## src/rtl/mmio_uart_tx.sv

```systemverilog
// mmio_uart_tx -- memory-mapped 8N1 UART transmitter with a byte FIFO.
//
// Registers (byte addresses on the SOC data-memory bus):
//   BASE_ADDR     TXDATA  store: push wdata[7:0]; load: last byte pushed
//   BASE_ADDR+4   STATUS  load: {27'b0, overrun, full, empty, busy, irq};
//                         a load clears the sticky overrun bit
//
// Ports:
//   clk    clock, all state changes on the rising edge
//   rst    synchronous active-high reset
//   addr   11-bit physical data address
//   wdata  store data (only [7:0] used)
//   str    store strobe, one cycle per store
//   ld     load strobe
//   rdata  load data (combinational), zero when no register is read
//   tx     serial output, idle high, registered
//   irq    high while FIFO empty and shifter idle
module mmio_uart_tx #(
  parameter int unsigned CLKS_PER_BIT = 16,
  parameter int unsigned FIFO_DEPTH   = 8,
  parameter logic [10:0] BASE_ADDR    = 11'h7F8
) (
  input  logic        clk,
  input  logic        rst,
  input  logic [10:0] addr,
  input  logic [31:0] wdata,
  input  logic        str,
  input  logic        ld,
  output logic [31:0] rdata,
  output logic        tx,
  output logic        irq
);

  localparam int          AW        = $clog2(FIFO_DEPTH);
  localparam logic [10:0] STAT_ADDR = BASE_ADDR + 11'd4;
  localparam logic [AW:0] DEPTH_CNT = (AW+1)'(FIFO_DEPTH);
  localparam logic [15:0] BAUD_LAST = 16'(CLKS_PER_BIT - 1);

  typedef enum logic [1:0] {IDLE, START, DATA, STOP} state_e;

  state_e        state_q;
  logic [15:0]   baud_q;
  logic [2:0]    bit_q;
  logic [7:0]    shift_q;
  logic          tx_q;

  logic [7:0]    mem_q [FIFO_DEPTH];
  logic [AW-1:0] wptr_q, rptr_q;
  logic [AW:0]   count_q, count_d;
  logic          ovr_q;
  logic [7:0]    last_q;

  logic hit_tx, hit_st, full, empty, busy;
  logic wr_hit, push, pop, ovr_set, ovr_clr;

  // Upper store bits carry no meaning for this peripheral.
  logic unused_wdata;
  assign unused_wdata = ^wdata[31:8];

  assign hit_tx  = (addr == BASE_ADDR);
  assign hit_st  = (addr == STAT_ADDR);
  assign full    = (count_q == DEPTH_CNT);
  assign empty   = (count_q == '0);
  assign busy    = (state_q != IDLE);
  assign irq     = empty && !busy;

  // The shifter takes the head whenever it sits idle with data queued.
  assign pop     = (state_q == IDLE) && !empty;
  assign wr_hit  = str && hit_tx;
  // A pop in the same cycle frees the slot, so a full FIFO still accepts.
  assign push    = wr_hit && (!full || pop);
  assign ovr_set = wr_hit && full && !pop;
  assign ovr_clr = ld && hit_st;

  always_comb begin
    count_d = count_q;
    case ({push, pop})
      2'b10:   count_d = count_q + (AW+1)'(1);
      2'b01:   count_d = count_q - (AW+1)'(1);
      default: count_d = count_q;
    endcase
  end

  always_comb begin
    rdata = '0;
    if (ld && hit_st)      rdata = {27'b0, ovr_q, full, empty, busy, irq};
    else if (ld && hit_tx) rdata = {24'b0, last_q};
  end

  // Storage needs no reset: pointers and count define what is valid.
  always_ff @(posedge clk) begin
    if (push) mem_q[wptr_q] <= wdata[7:0];
  end

  always_ff @(posedge clk) begin
    if (rst) begin
      wptr_q  <= '0;
      rptr_q  <= '0;
      count_q <= '0;
      ovr_q   <= 1'b0;
      last_q  <= '0;
    end else begin
      if (push) begin
        wptr_q <= wptr_q + AW'(1);
        last_q <= wdata[7:0];
      end
      if (pop) rptr_q <= rptr_q + AW'(1);
      count_q <= count_d;
      // Set wins over a simultaneous read-clear.
      if (ovr_set)      ovr_q <= 1'b1;
      else if (ovr_clr) ovr_q <= 1'b0;
    end
  end

  // tx is loaded on the same edge as each state change so the line
  // switches exactly at the start of each bit period.
  always_ff @(posedge clk) begin
    if (rst) begin
      state_q <= IDLE;
      baud_q  <= '0;
      bit_q   <= '0;
      shift_q <= '0;
      tx_q    <= 1'b1;
    end else begin
      case (state_q)
        IDLE: begin
          tx_q <= 1'b1;
          if (!empty) begin
            shift_q <= mem_q[rptr_q];
            baud_q  <= '0;
            tx_q    <= 1'b0;
            state_q <= START;
          end
        end
        START: begin
          if (baud_q == BAUD_LAST) begin
            baud_q  <= '0;
            bit_q   <= '0;
            tx_q    <= shift_q[0];
            state_q <= DATA;
          end else begin
            baud_q <= baud_q + 16'd1;
          end
        end
        DATA: begin
          if (baud_q == BAUD_LAST) begin
            baud_q <= '0;
            if (bit_q == 3'd7) begin
              tx_q    <= 1'b1;
              state_q <= STOP;
            end else begin
              bit_q   <= bit_q + 3'd1;
              shift_q <= {1'b0, shift_q[7:1]};
              tx_q    <= shift_q[1];
            end
          end else begin
            baud_q <= baud_q + 16'd1;
          end
        end
        STOP: begin
          if (baud_q == BAUD_LAST) begin
            baud_q  <= '0;
            state_q <= IDLE;
          end else begin
            baud_q <= baud_q + 16'd1;
          end
        end
        default: state_q <= IDLE;
      endcase
    end
  end

  assign tx = tx_q;

endmodule

```

## config.mk

```make
export PLATFORM = sky130hd
export DESIGN_NAME = mmio_uart_tx
export DESIGN_NICKNAME = d
export VERILOG_FILES = /design/src/rtl/mmio_uart_tx.sv
export SDC_FILE = /design/constraint.sdc
export NUM_CORES = 1
export LEC_CHECK = 0
export ABC_AREA = 1
export CAP_MARGIN = 40
export CELL_PAD_IN_SITES_DETAIL_PLACEMENT = 0
export CELL_PAD_IN_SITES_GLOBAL_PLACEMENT = 1
export CORE_ASPECT_RATIO = 1.5
export CORE_MARGIN = 1
export CORE_UTILIZATION = 44
export CTS_CLUSTER_DIAMETER = 30
export DETAILED_ROUTE_END_ITERATION = 8
export PLACE_DENSITY_LB_ADDON = 0.1
export SKIP_CTS_REPAIR_TIMING = 1
export SYNTH_ARGS = -nofsm -noshare
export SYNTH_HDL_FRONTEND = slang
export SYNTH_SLANG_ARGS = --single-unit
```

## constraint.sdc

```tcl
create_clock -name clk -period 4.1 [get_ports clk]
set_input_delay 0.82 -clock clk [delete_from_list [all_inputs] [get_ports clk]]
set_output_delay 0.82 -clock clk [all_outputs]
set_load 0.03 [all_outputs]
```

==> reports/qor.txt <==
GLOBAL ROUTE
---------------------------------------------------------------------------------
Wire length of the first global-routing pass                            20,700 um
Number of global-route vias before repair                                   4,295
Busiest layer in global routing                                              met2
Pin count of the biggest net entering global routing                           34
Met2 Usage GRT                                                              0.376
Antenna violations before repair                                                0
Residual overflow from global routing                                           0
GRT Total Usage                                                             0.207
Met1 Use GR                                                                 0.229
Met3 Usage GRT                                                             0.0445

FINISH
---------------------------------------------------------------------------------
Ratio of cells with drive above 1 in the final layout                      0.0912
Fillcell total                                                              1,179
Count of inserted antenna diode cells                                           0
Area added between synthesis and finish                                     17.3%
Most common cell after layout, fill and taps aside                   sky130_fd_sc_hd__nand2_1
Fin area                                                               6550 sq um
Highest-count cells in the layout ignoring fill and taps             sky130_fd_sc_hd__nand2_1, sky130_fd_sc_hd__nor2_1, sky130_fd_sc_hd__edfxtp_1
Final nets                                                                    758

POWER
---------------------------------------------------------------------------------
Worst vdd ir                                                               326 uV
Cell leakage power                                                        2.53 nW
Power density cells                                                   618 nW/um^2

DETAILED ROUTING
---------------------------------------------------------------------------------
Detailed Route Iter0 Violations                                               174
Routed Wire Length                                                      12,700 um
Vias after detailed routing                                                 4,373
Post-DRT Antenna Nets                                                           0
Vias/cell                                                                    5.03
Number of DRC violations after detailed routing                                 0
Per-cell routed wire length                                               14.6 um
Number of optimization iterations in the first detailed-route pass              4

FLOORPLANNING
---------------------------------------------------------------------------------
Total number of placement rows                                                 50
Core Region                                                          12,400 sq um
Area of the die                                                      13,200 sq um
I/O pin count                                                                  81
Die span in y                                                              140 um
Effective utilization at floorplan                                          0.449
Horizontal die dimension                                                  94.0 um

CTS
---------------------------------------------------------------------------------
Maximum root-to-sink buffer count                                               2
Source-to-sink clock delay at the later pin of the worst-skew pair        0.41 ns
Number of buffers added by the clock tree synthesis step                       17
Number of clock sinks                                                         116
H-Tree Depth                                                                    4
Clock transition at the registers of the reported paths                   0.05 ns
Library cell used as clock root buffer                               sky130_fd_sc_hd__clkbuf_16
TritonCTS clock tree                                                        built

CRITICAL PATH
---------------------------------------------------------------------------------
Arrival time at the worst endpoint                                        2.96 ns
Type of the setup path with the least slack                                in2out
Highest net fanout along the worst path                                        13
Capturing element type of the critical path                          primary output
Reg2Reg Capture Point                                                 mem_q[0][1]
Data required time at the worst endpoint                                  3.28 ns
Launching element type of the critical path                             input pin
Length in cells of the worst reg-to-reg path                                    9
Reg-to-reg critical path startpoint                                    state_q[0]
Worst R2R Setup Slack                                                     1.46 ns

HOLD PATH
---------------------------------------------------------------------------------
Startpoint of the tightest hold check path                                     tx
Hold path endpoint                                                             tx
Hold path depth                                                                 2
Class of the worst hold path                                              reg2reg

RUN STATUS
---------------------------------------------------------------------------------
Run status                                                           complete, no violations

PLACE
---------------------------------------------------------------------------------
HPWL Detailed                                                             9030 um
Gpl congestion                                                              0.836
Post-place instance area                                               5980 sq um
IO buf count                                                                   32

STA
---------------------------------------------------------------------------------
Timing-limited maximum frequency                                        0.264 GHz
Max-Slew Margin vs Limit                                                    0.502
Max Clock Skew                                                         0.00669 ns
Setup repair after global routing missed its margin                         false
Share of the clock period used by the worst path                            0.922
Number of hold violations in the final report                                   0
Hold WS                                                                  0.460 ns
Period minus WS final                                                     3.78 ns
TNS Setup                                                                    0 ns
Total setup violations reported at the end of the flow                          0
Count of final max-slew check failures                                          0
Worst slew pin tran                                                      0.744 ns

SYNTH
---------------------------------------------------------------------------------
Total of flip-flops plus latches after synthesis                              116
Summed instance area of the synthesized netlist                        5580 sq um
Syn Inst Count                                                                660
Synthesis Warnings                                                              0
Share of synthesized area occupied by flip-flops and latches                0.531
Post-Syn Area per Cell                                                 8.46 sq um
Number of library cell types mapped by synthesis                               36

FLOW RUN
---------------------------------------------------------------------------------
Number of max-capacitance violations reported                                   0

[worst max path at each step]
stage | from | to | slack, ns | depth (start not counted)
finish | addr[9] | rdata[1] | 0.32 | 6
global route | addr[4] | rdata[1] | 0.12 | 10
CTS | addr[9] | rdata[2] | 0.31 | 10
detailed placement | addr[9] | rdata[2] | 0.32 | 10
global placement | addr[5] | rdata[2] | 0.33 | 10
floorplan | addr[5] | rdata[0] | 1.22 | 5
[area by class of cell]
| cell class | count | area (sq um) | area share |
|---|---|---|---|
| well taps | 156 | 195 | 0.0298 |
| multi-input cells | 457 | 2170 | 0.332 |
| clock buffers | 17 | 425 | 0.0650 |
| flip-flops and latches | 116 | 2960 | 0.453 |
| inverters | 64 | 240 | 0.0367 |
| repair buffers | 44 | 410 | 0.0627 |
| clock inverters | 15 | 141 | 0.0216 |
[synthesized netlist by cell type]
| cell | instances | share of area |
|---|---|---|
| sky130_fd_sc_hd__nor2_1 | 85 | 0.057 |
| sky130_fd_sc_hd__inv_1 | 56 | 0.038 |
| sky130_fd_sc_hd__nor4_1 | 1 | 0.0011 |
| sky130_fd_sc_hd__nand2_2 | 2 | 0.0022 |
| sky130_fd_sc_hd__dfxtp_1 | 52 | 0.19 |
| sky130_fd_sc_hd__o221ai_1 | 1 | 0.0016 |
| sky130_fd_sc_hd__buf_6 | 2 | 0.0040 |
| sky130_fd_sc_hd__nand3_2 | 1 | 0.0018 |
| sky130_fd_sc_hd__nand2_1 | 146 | 0.098 |
| sky130_fd_sc_hd__nand3_1 | 55 | 0.049 |
| sky130_fd_sc_hd__o21ai_0 | 51 | 0.046 |
| sky130_fd_sc_hd__edfxtp_1 | 64 | 0.34 |
| sky130_fd_sc_hd__clkinv_1 | 1 | 0.00067 |
| sky130_fd_sc_hd__xor2_1 | 1 | 0.0016 |
| sky130_fd_sc_hd__buf_2 | 7 | 0.0063 |
| sky130_fd_sc_hd__o21ai_4 | 1 | 0.0029 |
| sky130_fd_sc_hd__o21ai_1 | 5 | 0.0045 |
| sky130_fd_sc_hd__o22ai_1 | 2 | 0.0022 |
| sky130_fd_sc_hd__clkbuf_1 | 10 | 0.0067 |
| sky130_fd_sc_hd__nor2_4 | 3 | 0.0060 |
| sky130_fd_sc_hd__o211ai_1 | 2 | 0.0027 |
| sky130_fd_sc_hd__ha_1 | 11 | 0.025 |
| sky130_fd_sc_hd__nand2_4 | 3 | 0.0060 |
| sky130_fd_sc_hd__nand4_1 | 10 | 0.011 |
| sky130_fd_sc_hd__o21ai_2 | 2 | 0.0031 |
| sky130_fd_sc_hd__nor3_1 | 12 | 0.011 |
| sky130_fd_sc_hd__nor2_2 | 5 | 0.0056 |
| sky130_fd_sc_hd__inv_2 | 7 | 0.0047 |
| sky130_fd_sc_hd__a21oi_1 | 29 | 0.026 |
| sky130_fd_sc_hd__conb_1 | 1 | 0.00067 |
| sky130_fd_sc_hd__and3_1 | 2 | 0.0022 |
| sky130_fd_sc_hd__a211oi_1 | 1 | 0.0013 |
| sky130_fd_sc_hd__o211ai_4 | 1 | 0.0038 |
| sky130_fd_sc_hd__buf_4 | 26 | 0.035 |
| sky130_fd_sc_hd__a31oi_1 | 1 | 0.0011 |
| sky130_fd_sc_hd__clkbuf_2 | 1 | 0.00090 |
[flip-flops by register name, summed over array words and instances, names as in the netlist, named ones only]
| register | count |
|---|---|
| count_q | 4 |
| mem_q | 64 |
| shift_q | 8 |
| tx | 1 |
| state_q | 2 |
| rptr_q | 3 |
| bit_q | 3 |
| ovr_q | 1 |
| last_q | 8 |
| baud_q | 16 |
| wptr_q | 3 |
[report_power, final]
group / internal (mW) / total [mW] / switching [mW] / leakage, nW
clock network: 0.883 / 1.40 / 0.522 / 0.265
registers: 1.31 / 1.37 / 0.0523 / 0.998
logic: 0.392 / 1.27 / 0.881 / 1.27
total: 2.59 / 4.04 / 1.45 / 2.53
[logic make-up (layout without fill, tap and decap cells)]
logic type,Yosys count,count (layout),share of synthesized area
AOI/OAI and AO/OA,96,96,0.0950
xor gates and xnor gates,1,1,0.00157
adders and majority gates,11,11,0.0246
buffers and inverters,110,140,0.0959
DFF,116,116,0.531
other,1,24,0.000672
and+or+nand+nor,325,325,0.252
[per-stage QoR]
step | util | setup WS (ns) | power, mW | cells
final | 0.526 | 0.319 | 4.04 | 869
after detailed placement | 0.480 | 0.323 | 2.68 | 837
after CTS | 0.526 | 0.312 | 4.09 | 869
after global routing | 0.526 | 0.124 | 4.31 | 869
after floorplan | - | 1.22 | 2.40 | 683
after global placement | 0.480 | 0.328 | 2.66 | 837
[per-layer routing]
metal | vias to the layer above | share of wire
li1 | 2220 | -
met1 | 2073 | 0.42
met2 | 56 | 0.53
met3 | 24 | 0.023
met4 | 0 | 0.025
met5 | - | 0
[worst max-delay path, cell delays in order]
cell and delay [ns]:
sky130_fd_sc_hd__clkdlybuf4s50_1 0.46, sky130_fd_sc_hd__nand2_1 0.05, sky130_fd_sc_hd__nor2_1 0.16, sky130_fd_sc_hd__nand3_1 0.38, sky130_fd_sc_hd__o21ai_0 0.36, sky130_fd_sc_hd__clkdlybuf4s50_1 0.73
(Power assumes the default switching activity.)
